==> config.mk <==
export PLATFORM = sky130hd
export DESIGN_NAME = mm_row_load_ctrl
export DESIGN_NICKNAME = d
export VERILOG_FILES = /design/src/rtl/mm_row_load_ctrl.sv
export SDC_FILE = /design/constraint.sdc
export NUM_CORES = 1
export LEC_CHECK = 0
export CORE_ASPECT_RATIO = 0.9
export CORE_UTILIZATION = 25
export CTS_BUF_LIST = sky130_fd_sc_hd__clkbuf_8
export DETAILED_ROUTE_END_ITERATION = 16
export GPL_ROUTABILITY_DRIVEN = 0
export REMOVE_ABC_BUFFERS = 1
export SLEW_MARGIN = 20
export SYNTH_ARGS = -nofsm -noshare
export SYNTH_HDL_FRONTEND = slang
export SYNTH_SLANG_ARGS = --single-unit
==> constraint.sdc <==
create_clock -name clk_i -period 5.05 [get_ports clk_i]
set_clock_uncertainty 0.15 [all_clocks]
set_input_delay 1.01 -clock clk_i [delete_from_list [all_inputs] [get_ports clk_i]]
set_output_delay 1.01 -clock clk_i [all_outputs]
set_load 0.01 [all_outputs]
==> src/rtl/mm_row_load_ctrl.sv <==
// Row fetch/load sequencer for the matrix-multiply row register bank.
// Assembles one row from operand memory while the MAC array consumes the previous one.
module mm_row_load_ctrl #(
  parameter int ELEM_W = 16,
  parameter int LANES  = 10,
  parameter int ROWS   = 10,
  parameter int ADDR_W = 8
) (
  input  logic                      clk_i,
  input  logic                      rst_ni,
  input  logic                      start_i,
  input  logic                      abort_i,
  input  logic [ADDR_W-1:0]         base_addr_i,
  output logic                      mem_rd_o,
  output logic [ADDR_W-1:0]         mem_addr_o,
  input  logic [ELEM_W-1:0]         mem_rdata_i,
  output logic                      ld_o,
  output logic [LANES*ELEM_W-1:0]   row_data_o,
  output logic                      row_valid_o,
  input  logic                      row_ack_i,
  output logic [3:0]                row_idx_o,
  output logic                      busy_o,
  output logic                      done_o
);

  localparam int LANE_W = $clog2(LANES + 1);

  typedef enum logic [2:0] {IDLE, FETCH, WAIT_SLOT, LOAD, DRAIN} state_e;

  state_e                          state_q, state_d;
  logic [LANE_W-1:0]               lane_q, lane_d;
  logic [3:0]                      row_q, row_d;
  logic [ADDR_W-1:0]               rowBase_q, rowBase_d;
  logic                            slotFree_q, slotFree_d;
  logic                            done_q, done_d;
  logic                            rdPend_q;
  logic [LANE_W-1:0]               rdLane_q;
  logic [LANES-1:0][ELEM_W-1:0]    rowBuf_q;
  logic [LANES*ELEM_W-1:0]         rowData_q;
  logic [3:0]                      rowIdx_q;
  logic                            memRd, ldPulse, ackFire, freeNow;

  assign busy_o      = (state_q != IDLE);
  assign row_valid_o = busy_o & ~slotFree_q;
  assign ackFire     = row_valid_o & row_ack_i;
  // The slot counts as free in the same cycle it is acked so the next ld lands at ack+1.
  assign freeNow     = slotFree_q | ackFire;

  always_comb begin
    state_d    = state_q;
    lane_d     = lane_q;
    row_d      = row_q;
    rowBase_d  = rowBase_q;
    slotFree_d = slotFree_q;
    done_d     = 1'b0;
    memRd      = 1'b0;
    ldPulse    = 1'b0;
    if (ackFire) slotFree_d = 1'b1;
    unique case (state_q)
      IDLE: begin
        if (start_i) begin
          rowBase_d  = base_addr_i;
          row_d      = '0;
          lane_d     = '0;
          slotFree_d = 1'b1;
          state_d    = FETCH;
        end
      end
      FETCH: begin
        if (lane_q != LANE_W'(LANES)) begin
          memRd  = 1'b1;
          lane_d = lane_q + LANE_W'(1);
        end else begin
          state_d = freeNow ? LOAD : WAIT_SLOT;
        end
      end
      WAIT_SLOT: begin
        if (freeNow) state_d = LOAD;
      end
      LOAD: begin
        ldPulse    = 1'b1;
        slotFree_d = 1'b0;
        if (row_q != 4'(ROWS - 1)) begin
          row_d     = row_q + 4'd1;
          lane_d    = '0;
          rowBase_d = rowBase_q + ADDR_W'(LANES);
          state_d   = FETCH;
        end else begin
          state_d = DRAIN;
        end
      end
      DRAIN: begin
        if (ackFire) begin
          done_d  = 1'b1;
          state_d = IDLE;
        end
      end
      default: state_d = IDLE;
    endcase
    if (abort_i && state_q != IDLE) begin
      state_d    = IDLE;
      slotFree_d = 1'b1;
      done_d     = 1'b0;
    end
  end

  always_ff @(posedge clk_i or negedge rst_ni) begin
    if (!rst_ni) begin
      state_q    <= IDLE;
      lane_q     <= '0;
      row_q      <= '0;
      rowBase_q  <= '0;
      slotFree_q <= 1'b1;
      done_q     <= 1'b0;
      rdPend_q   <= 1'b0;
      rdLane_q   <= '0;
      rowBuf_q   <= '0;
      rowData_q  <= '0;
      rowIdx_q   <= '0;
    end else begin
      state_q    <= state_d;
      lane_q     <= lane_d;
      row_q      <= row_d;
      rowBase_q  <= rowBase_d;
      slotFree_q <= slotFree_d;
      done_q     <= done_d;
      rdPend_q   <= memRd;
      rdLane_q   <= lane_q;
      // Read data trails its strobe by one cycle, so write the lane captured with it.
      if (rdPend_q) rowBuf_q[rdLane_q] <= mem_rdata_i;
      if (ldPulse) begin
        rowData_q <= rowBuf_q;
        rowIdx_q  <= row_q;
      end
    end
  end

  assign mem_rd_o   = memRd;
  assign mem_addr_o = memRd ? rowBase_q + ADDR_W'(lane_q) : '0;
  assign ld_o       = ldPulse;
  assign row_data_o = (state_q == LOAD) ? rowBuf_q : rowData_q;
  assign row_idx_o  = (state_q == LOAD) ? row_q : rowIdx_q;
  assign done_o     = done_q;

endmodule

==> results_dict.tcl <==
set metrics [dict create \
    status "completed" \
    core_sq_mm 0.0543 \
    timing.hold.ws_ps 143 \
    portBuffers 205 \
    startpoint_type "flip-flop" \
    r2r-end "row_q[1]" \
    cp_max_fo 7 \
    crit_type "reg -> out" \
    clock-sinks 350 \
    synth.distinct_cells 50 \
    globalRoute.totalOverflow 0 \
    grt_max_degree 179 \
    cp-end-kind "output pin" \
    rsz0062_at_grt "no" \
    synthesis.instances 1228 \
    synthArstFlopShare 1.00 \
    grt_pass1_wl_um 57800 \
    dieArea_sq_mm 0.0559 \
    path_clk_slew_ps 60 \
    routedWlPerCell_um 16.6 \
    finalPower_w 0.0102 \
    vdd_drop_max_mv 0.286 \
    grt_util_all_layers 0.133 \
    synth_warnings 0 \
    synth_area_leader_cell "dfrtp_1" \
    htree_levels 2 \
    drt_pass1_iterations 4 \
    drc 0 \
    power_density_mw_per_mm2 575 \
    grt_pass1_vias 10000 \
    synthTopCellsByArea "dfrtp_1, nand2_1, mux2_2" \
    synth_area_per_cell_sq_um 11.2 \
    cts-buffers-inserted 60 \
    final_util 0.328 \
    final-setup-viol-count 0 \
    ys.flop_type "dfrtp_1" \
    hp-class "in -> async" \
    rr_worst_depth 5 \
    max_cap_viol_count 0 \
    drt-total-wl_um 36500 \
    hold_viol_final 0 \
    cts_resized 0 \
    num_io_pins 206 \
    vias_per_cell 4.31 \
    detailed_place_hpwl_um 22300 \
    ys_seq_elements 350 \
    p_leak_nw 8.55 \
    rrSetupSlack_ps 2410 \
    synth-edff-count 0 \
    start_util 0.253 \
    final_antenna_net_count 0 \
    worstReg2RegStart "state_q[2]" \
    syn_area_sq_mm 0.0137 \
    nets 1480 \
    diodes 0 \
    die_h_um 224 \
    cts_buffer_depth 3 \
    crit_arrival_ps 3180 \
    seq_area_frac_synth 0.638 \
    drive_gt1_frac 0.186 \
    cp.required_ps 3890 \
    fmaxAchievable_mhz 231 \
    cts_tree "built" \
    antenna_found_initial 0 \
    vias 9451 \
    post-route-min-period_ps 4340 \
    drtIter0Drc 566 \
    cts_setup_buffers 0 \
    slew_viol_final 0 \
    cts-root-buf "clkbuf_8" \
    tightest_slew_ps 1020 \
    synth.top_cell.area_share 0.636 \
    hold_buffers 0 \
    nFillCells 5507 \
    dieWidth_um 249 \
    timing.final.crit_share 0.859 \
    areaGrowthSynthToFinish_pct 29.7 \
    maxSlewHeadroom 0.317 \
    row_count 81 \
    clock_latency_ps 620 \
]
-- through the flow --
stage / instances / instance area, sq um / setup WS, ps / TNS, ps
CTS: 2192 / 17800 / 643 / 0
global placement: 2083 / 16600 / 1390 / 0
detailed placement: 2083 / 16600 / 1350 / 0
finish: 2193 / 17800 / 713 / 0
floorplan: 1158 / 13400 / -2220 / -597790
global route: 2193 / 17800 / 476 / 0
-- flip-flops by register name, summed over array words and instances, names as in the netlist --
name and flops:
rowBuf_q 160, rowData_q 160, rowBase_q 8, lane_q 4
rdLane_q 4, rowIdx_q 4, row_q 4, state_q 3
done_o 1, rdPend_q 1, slotFree_q 1
-- report_power, final --
group          internal, W  leakage [nW]  switching (W)  total, W
Sequential         0.00390          4.53       0.000522   0.00442
Clock              0.00141         0.710        0.00118   0.00259
Combinational      0.00174          3.32        0.00149   0.00323
-- how the worst max path moves through the flow --
| stage | start | to | slack, ps | cells past startpoint |
|---|---|---|---|---|
| floorplan | state_q[2] | row_data_o[0] | -2220 | 4 |
| global placement | lane_q[0] | mem_addr_o[6] | 1390 | 8 |
| detailed placement | lane_q[0] | mem_addr_o[6] | 1350 | 8 |
| CTS | lane_q[0] | mem_addr_o[6] | 640 | 8 |
| global route | lane_q[0] | mem_addr_o[6] | 480 | 8 |
| finish | lane_q[0] | mem_addr_o[6] | 710 | 8 |
-- cell usage after synthesis, drive strengths merged, types with 2 or more instances --
| cell type | instances |
|---|---|
| nand3 | 5 |
| o22ai | 4 |
| nor3b | 2 |
| a31oi | 2 |
| clkbuf | 19 |
| nor3 | 12 |
| a211oi | 3 |
| o21ai | 18 |
| nor2 | 15 |
| nand2b | 3 |
| ha | 9 |
| buf | 51 |
| mux2 | 160 |
| or3 | 5 |
| inv | 12 |
| o211ai | 3 |
| xor2 | 2 |
| a21oi | 17 |
| nand2 | 505 |
| nand3b | 4 |
| o21a | 3 |
| dfrtp | 349 |
| nor2b | 4 |
| mux2i | 2 |
-- placed cells by master, fill, tap and decap left out, types with 3 or more instances in the layout --
cell type / Yosys / final
o21a_1: 3 / 3
a211oi_1: 3 / 3
o211ai_1: 3 / 3
nor3_1: 11 / 11
or3_1: 5 / 4
nand2_1: 505 / 503
mux2_2: 150 / 150
dfrtp_1: 349 / 349
mux2_4: 10 / 10
o22ai_1: 4 / 4
clkinv_2: 0 / 8
clkinvlp_4: 0 / 3
inv_1: 12 / 35
nor2b_1: 4 / 3
buf_12: 0 / 4
a21oi_1: 17 / 17
o21ai_0: 18 / 18
clkdlybuf4s50_1: 0 / 204
nor2_1: 13 / 13
bufinv_16: 0 / 3
clkbuf_8: 0 / 70
ha_1: 9 / 9
nand3_1: 5 / 5
buf_4: 2 / 11
-- critical path: stages, from the launching register on --
cell and delay (ps):
dfrtp_1 450, ha_1 240, inv_1 70, fa_1 370, nor2b_1 150, o21ai_0 180
a2111o_1 440, o21ai_0 90, clkdlybuf4s50_1 560
-- area by class of cell --
class	count	area, sq um	share of cell area
clock buffer	70	963	0.0541
clock inverter	39	251	0.0141
inverter	12	50.0	0.00281
multi-input combinational	796	4670	0.262
sequential	350	8760	0.491
tap	705	882	0.0495
timing repair buffer	221	2250	0.126
-- cell families (layout without fill, tap and decap cells) --
logic type,count (synthesis),in the layout,share of synthesized area
buffers and inverters,82,342,0.0260
muxes,162,162,0.135
and+or+nand+nor,562,562,0.163
xor gates and xnor gates,2,2,0.00128
adders and majority gates,10,10,0.00965
DFF,350,350,0.638
AOI/OAI and AO/OA,60,60,0.0267
-- metal layers --
metal / share of wire / wire length, um / up-vias / GRT usage
met5: 0 / 0 / - / 0
met4: 0.019 / 680 / 0 / 0.0422
met3: 0.045 / 1630 / 56 / 0.0271
met2: 0.47 / 17000 / 206 / 0.215
met1: 0.47 / 17100 / 4740 / 0.178
li1: - / - / 4449 / -
Note: power is estimated with default switching activity, not from simulation.
==> RTL change 1 (same settings) <==
Set the parameter `ELEM_W` to 32 (it was 16).
--- a/src/rtl/mm_row_load_ctrl.sv
+++ b/src/rtl/mm_row_load_ctrl.sv
@@ -3,3 +3,3 @@
 module mm_row_load_ctrl #(
-  parameter int ELEM_W = 16,
+  parameter int ELEM_W = 32,
   parameter int LANES  = 10,
Interface: changed (resized mem_rdata_i and row_data_o); port bits go from 206 to 382. The function was not compared with the original's and may differ.
==> RTL change 1 against the unedited design <==
Power is 91% higher. Sequential cell count is 320 higher. Non-clock buffer count is 201 higher. Largest cell class unchanged. Wire length is 100% higher. Critical path type unchanged. Global-route usage is 0.69 points higher. Setup slack worse by 0.47 ns. Cell area is 88% higher. Synthesized area is 88% higher. Sequential share of layout area is 0.85 points higher. Critical endpoint is now row_data_o[155]. First-iteration DRC count is 97% higher. Count of clock-buffer cells in the layout is 72 higher. Register-to-register slack worse by 0.22 ns. Sequential power is 91% higher.
==> RTL change 1: results <==
group,metric,value,unit
cells_and_area,top_regs,"rowBuf_q: 320 flops, rowData_q: 320 flops, rowBase_q: 8 flops",
routing,wirelength,73.12,mm
global_routing,antenna_found_initial,4,
placement,place_hpwl,45.52,mm
cells_and_area,drive_gt1_frac,0.1909,
worst_setup_path,r2r_cells,4,
clock_network,cts_hold_buf,0,
worst_setup_path,reg2reg_from,"rdLane_q[3]",
synth,yosysUniqueCellTypes,50,
synth,yosysMostFrequentCell,"nand2_1",
synth,yosys-top-cells-area,"dfrtp_1 65%, nand2_1 14%, mux2_2 12%, mux2_4 1.6%, buf_2 1.2%",
routing,routed_via_density,4.272,
routing,dr.pass1.iters,5,
placement,io_buffer_count,381,
clock_network,cts_buffers,111,
global_routing,grt_pass1_wl,111.3,mm
clock_network,ctsHtreeMaxLevel,3,
clock_network,clk_pin_slew,0.06,ns
timing,hold_ws,0.1120,ns
global_routing,grt_pass1_vias,17560,
status,outcome,"completed",
worst_setup_path,crit_fanout,146,
worst_setup_path,crit_arrival,3.65,ns
power_and_ir_drop,ir_worst_vdd,318.4,uV
synth,async_flop_share,1.000,
global_routing,gr-usage-all-layers,0.1395,
worst_setup_path,r2r_end,"rowBuf_q[176]",
worst_setup_path,reg2reg_slack,2.19,ns
min_path,hold_path.class,"input pin to asynchronous set/reset pin",
clock_network,clk_latency,0.76,ns
clock_network,cts_buffer_depth,3,
synth,yosysWarnings,0,
power_and_ir_drop,leakage,16.24,nW
worst_setup_path,critPathLaunch,"state_q[2]",
global_routing,grt_max_degree,147,
synth,seq_area_frac_synth,0.6501,
routing,drt-initial-drc-count,1115,
clock_network,cts_root_buf,"clkbuf_8",
timing,worst_pin_slew,1.037,ns
cells_and_area,finalNetCount,2707,
synth,ys_top_cells_by_count,"983 x nand2_1, 669 x dfrtp_1, 278 x mux2_2",
RTL change 1: changes by cell type after synthesis, sizes merged, moves of 2 or more:
cell,unedited run,this run
mux2,160,320
clkbuf,19,32
nand3b,4,6
dfrtp,349,669
buf,51,112
nand2,505,983
RTL change 1: what timing repair did:
action | CTS | global route
resized for setup | 0 | 1
buffers inserted | 0 | 0
endpoints found under the setup margin | 0 | 48
RTL change 1: stage by stage:
| stage | cell area (sq um) | worst slack [ns] | setup TNS, ns | utilization | cells |
|---|---|---|---|---|---|
| 5_1_grt | 33540 | 0.04699 | 0 | 0.3285 | 4103 |
| 3_3_place_gp | 31100 | 1.054 | 0 | 0.3047 | 3894 |
| 4_1_cts | 33500 | 0.08566 | 0 | 0.3282 | 4100 |
| 6_report | 33540 | 0.2394 | 0 | 0.3286 | 4104 |
| 3_5_place_dp | 31100 | 0.9890 | 0 | 0.3047 | 3894 |
| 2_1_floorplan | 25100 | -13.50 | -8654.17 | - | 2117 |
RTL change 1: critical path, cell delays in order (launching register included):
cell and delay (ns):
dfrtp_1 0.62, nand3b_1 0.30, buf_4 0.35, buf_12 0.51
nand2_1 0.11, nand2_1 0.11, clkdlybuf4s50_1 0.84
RTL change 1: area by class of cell:
type	instances	area, sq um
antenna	3	7.507
clock buffer	142	1954
clock inverter	64	442.9
fill	10280	68540
inverter	12	52.55
multi-input combinational	1435	8330
sequential	670	16770
tap	1356	1697
timing repair buffer	422	4288
RTL change 1: cell families (layout without fill, tap and decap cells):
logic type / after synthesis / in the layout / synth area share
mux: 322 / 322 / 0.1446
buf+inv: 156 / 640 / 0.02843
flops: 670 / 670 / 0.6501
fa+ha+maj: 10 / 10 / 0.005142
simple gates: 1041 / 1041 / 0.1569
other cells: 0 / 3 / 0
compound gates: 60 / 60 / 0.01421
xor+xnor: 2 / 2 / 0.0006793
RTL change 1: worst max path at each step:
| stage | cells past startpoint | slack (ns) | to |
|---|---|---|---|
| finish | 6 | 0.24 | row_data_o[155] |
| global route | 6 | 0.05 | row_data_o[155] |
| global placement | 6 | 1.05 | row_data_o[250] |
| detailed placement | 6 | 0.99 | row_data_o[282] |
| CTS | 6 | 0.09 | row_data_o[282] |
| floorplan | 4 | -13.50 | row_data_o[0] |
RTL change 1: where the power goes:
| part | leakage [nW] | switching [W] | internal, W |
|---|---|---|---|
| sequential | 8.67 | 0.000942 | 0.00749 |
| clock | 1.39 | 0.00228 | 0.00279 |
| combinational | 6.18 | 0.00278 | 0.00323 |
| total | 16.2 | 0.00600 | 0.0135 |
RTL change 1: per-layer routing:
layer  vias to the layer above  wire (um)  track usage
li1                       8080          -            -
met1                      8859      35280       0.2026
met2                       471      31910       0.2033
met3                       122       4297      0.03530
met4                         0       1633      0.04005
met5                         -          0            0
==> RTL change 2 (same flow settings) <==
Without the edit above. Encoding of `state_e`: now one-hot (5 bits for 5 states).
--- a/src/rtl/mm_row_load_ctrl.sv
+++ b/src/rtl/mm_row_load_ctrl.sv
@@ -27,3 +27,3 @@
 
-  typedef enum logic [2:0] {IDLE, FETCH, WAIT_SLOT, LOAD, DRAIN} state_e;
+  typedef enum logic [4:0] {IDLE = 5'b00001, FETCH = 5'b00010, WAIT_SLOT = 5'b00100, LOAD = 5'b01000, DRAIN = 5'b10000} state_e;
 
Behaviour: no difference found for any inputs over 4 cycles, from zero or initial values and one cycle with rst_ni low; so few cycles prove little.
==> RTL change 2 against the unedited design <==
Power shrank 20%. Die area grew 0.58%. Wire length shrank 0.51%. Register-to-register slack lost 0.40 ns. Setup slack lost 0.41 ns. Via count grew 0.22%. Sequential cell count grew 2. Synthesized area grew 0.58%. Cell area grew 0.39%.
==> RTL change 2: results <==
group,metric,value,unit
cells_and_area,buf_share,0.1222,
routing,num_vias,9472,
routing,wl_per_cell,16.47,um
clock_network,cts_buffers,61,
cells_and_area,drive_gt1_frac,0.1836,
cells_and_area,seq_cells,352,
power_and_ir_drop,comb-power,0.00189,W
synth,yosys-top-cells-area,"dfrtp_1 63%, nand2_1 14%, mux2_2 12%, mux2_1 1.1%, buf_2 0.87%",
routing,drt-initial-drc-count,539,
status,outcome,"completed",
cells_and_area,clkCellAreaFrac,0.06965,
placement,placedCellCount,2090,
worst_setup_path,crit_arrival,3.59,ns
timing,slew_headroom,0.3512,
placement,place_hpwl,22.61,mm
routing,dr.pass1.iters,5,
floorplan,die_w,249.8,um
power_and_ir_drop,power_density,455.7,nW/um^2
worst_setup_path,path_delay_family,"buffers and inverters",
placement,place_area,16650,sq um
worst_setup_path,critPathLaunch,"state_q[1]",
power_and_ir_drop,swShare,0.2955,
cells_and_area,finalNetCount,1487,
timing,fin_crit_sh,0.9403,
global_routing,grt_pass1_wl,57.10,mm
min_path,hold_path.class,"flop to flop",
cells_and_area,num-multi-input-gates,802,
worst_setup_path,cp-endpoint,"row_data_o[144]",
placement,pre_cts_ws,0.9409,ns
cells_and_area,clkbuf_count,76,
power_and_ir_drop,clk-power,0.00260,W
cells_and_area,multi_input_area_share,0.2636,
timing,hold_ws,0.3217,ns
routing,wirelength,36.28,mm
synth,syn_avg_cell_area,11.18,sq um
synth,ys_top_cells_by_count,"505 x nand2_1, 350 x dfrtp_1, 148 x mux2_2",
cells_and_area,final_area,17890,sq um
cells_and_area,fill_cells,5423,
worst_setup_path,crit_fanout,67,
global_routing,grt_max_degree,126,
clock_network,clk_latency,0.64,ns
power_and_ir_drop,ir_worst_vdd,192.6,uV
RTL change 2: cell count changes in the layout (fill, tap and decap cells not counted), moves of 3 or more:
cell / before / now
or3_1: 4 / 8
o211ai_1: 3 / 0
nor3_1: 11 / 5
inv_1: 35 / 31
a21o_1: 1 / 4
nand3b_1: 2 / 6
mux2_4: 10 / 0
a21oi_1: 17 / 22
mux2_1: 0 / 13
xnor2_1: 0 / 4
clkbuf_8: 70 / 76
RTL change 2: cells by family (layout without fill, tap and decap cells):
kind of cell,after synthesis,in the layout,synth area share
compound gates,60,60,0.02870
mux,162,162,0.1319
flops,352,352,0.6376
buf+inv,82,344,0.02526
xor+xnor,4,4,0.002535
simple gates,566,566,0.1643
fa+ha+maj,10,10,0.009598
RTL change 2: routing by layer:
layer | wire length (um) | track usage | vias to the layer above
met4 | 725 | 0.04142 | 0
met5 | 0 | 0 | -
met3 | 1837 | 0.02830 | 62
met1 | 17350 | 0.1815 | 4748
met2 | 16360 | 0.2026 | 206
li1 | - | - | 4456
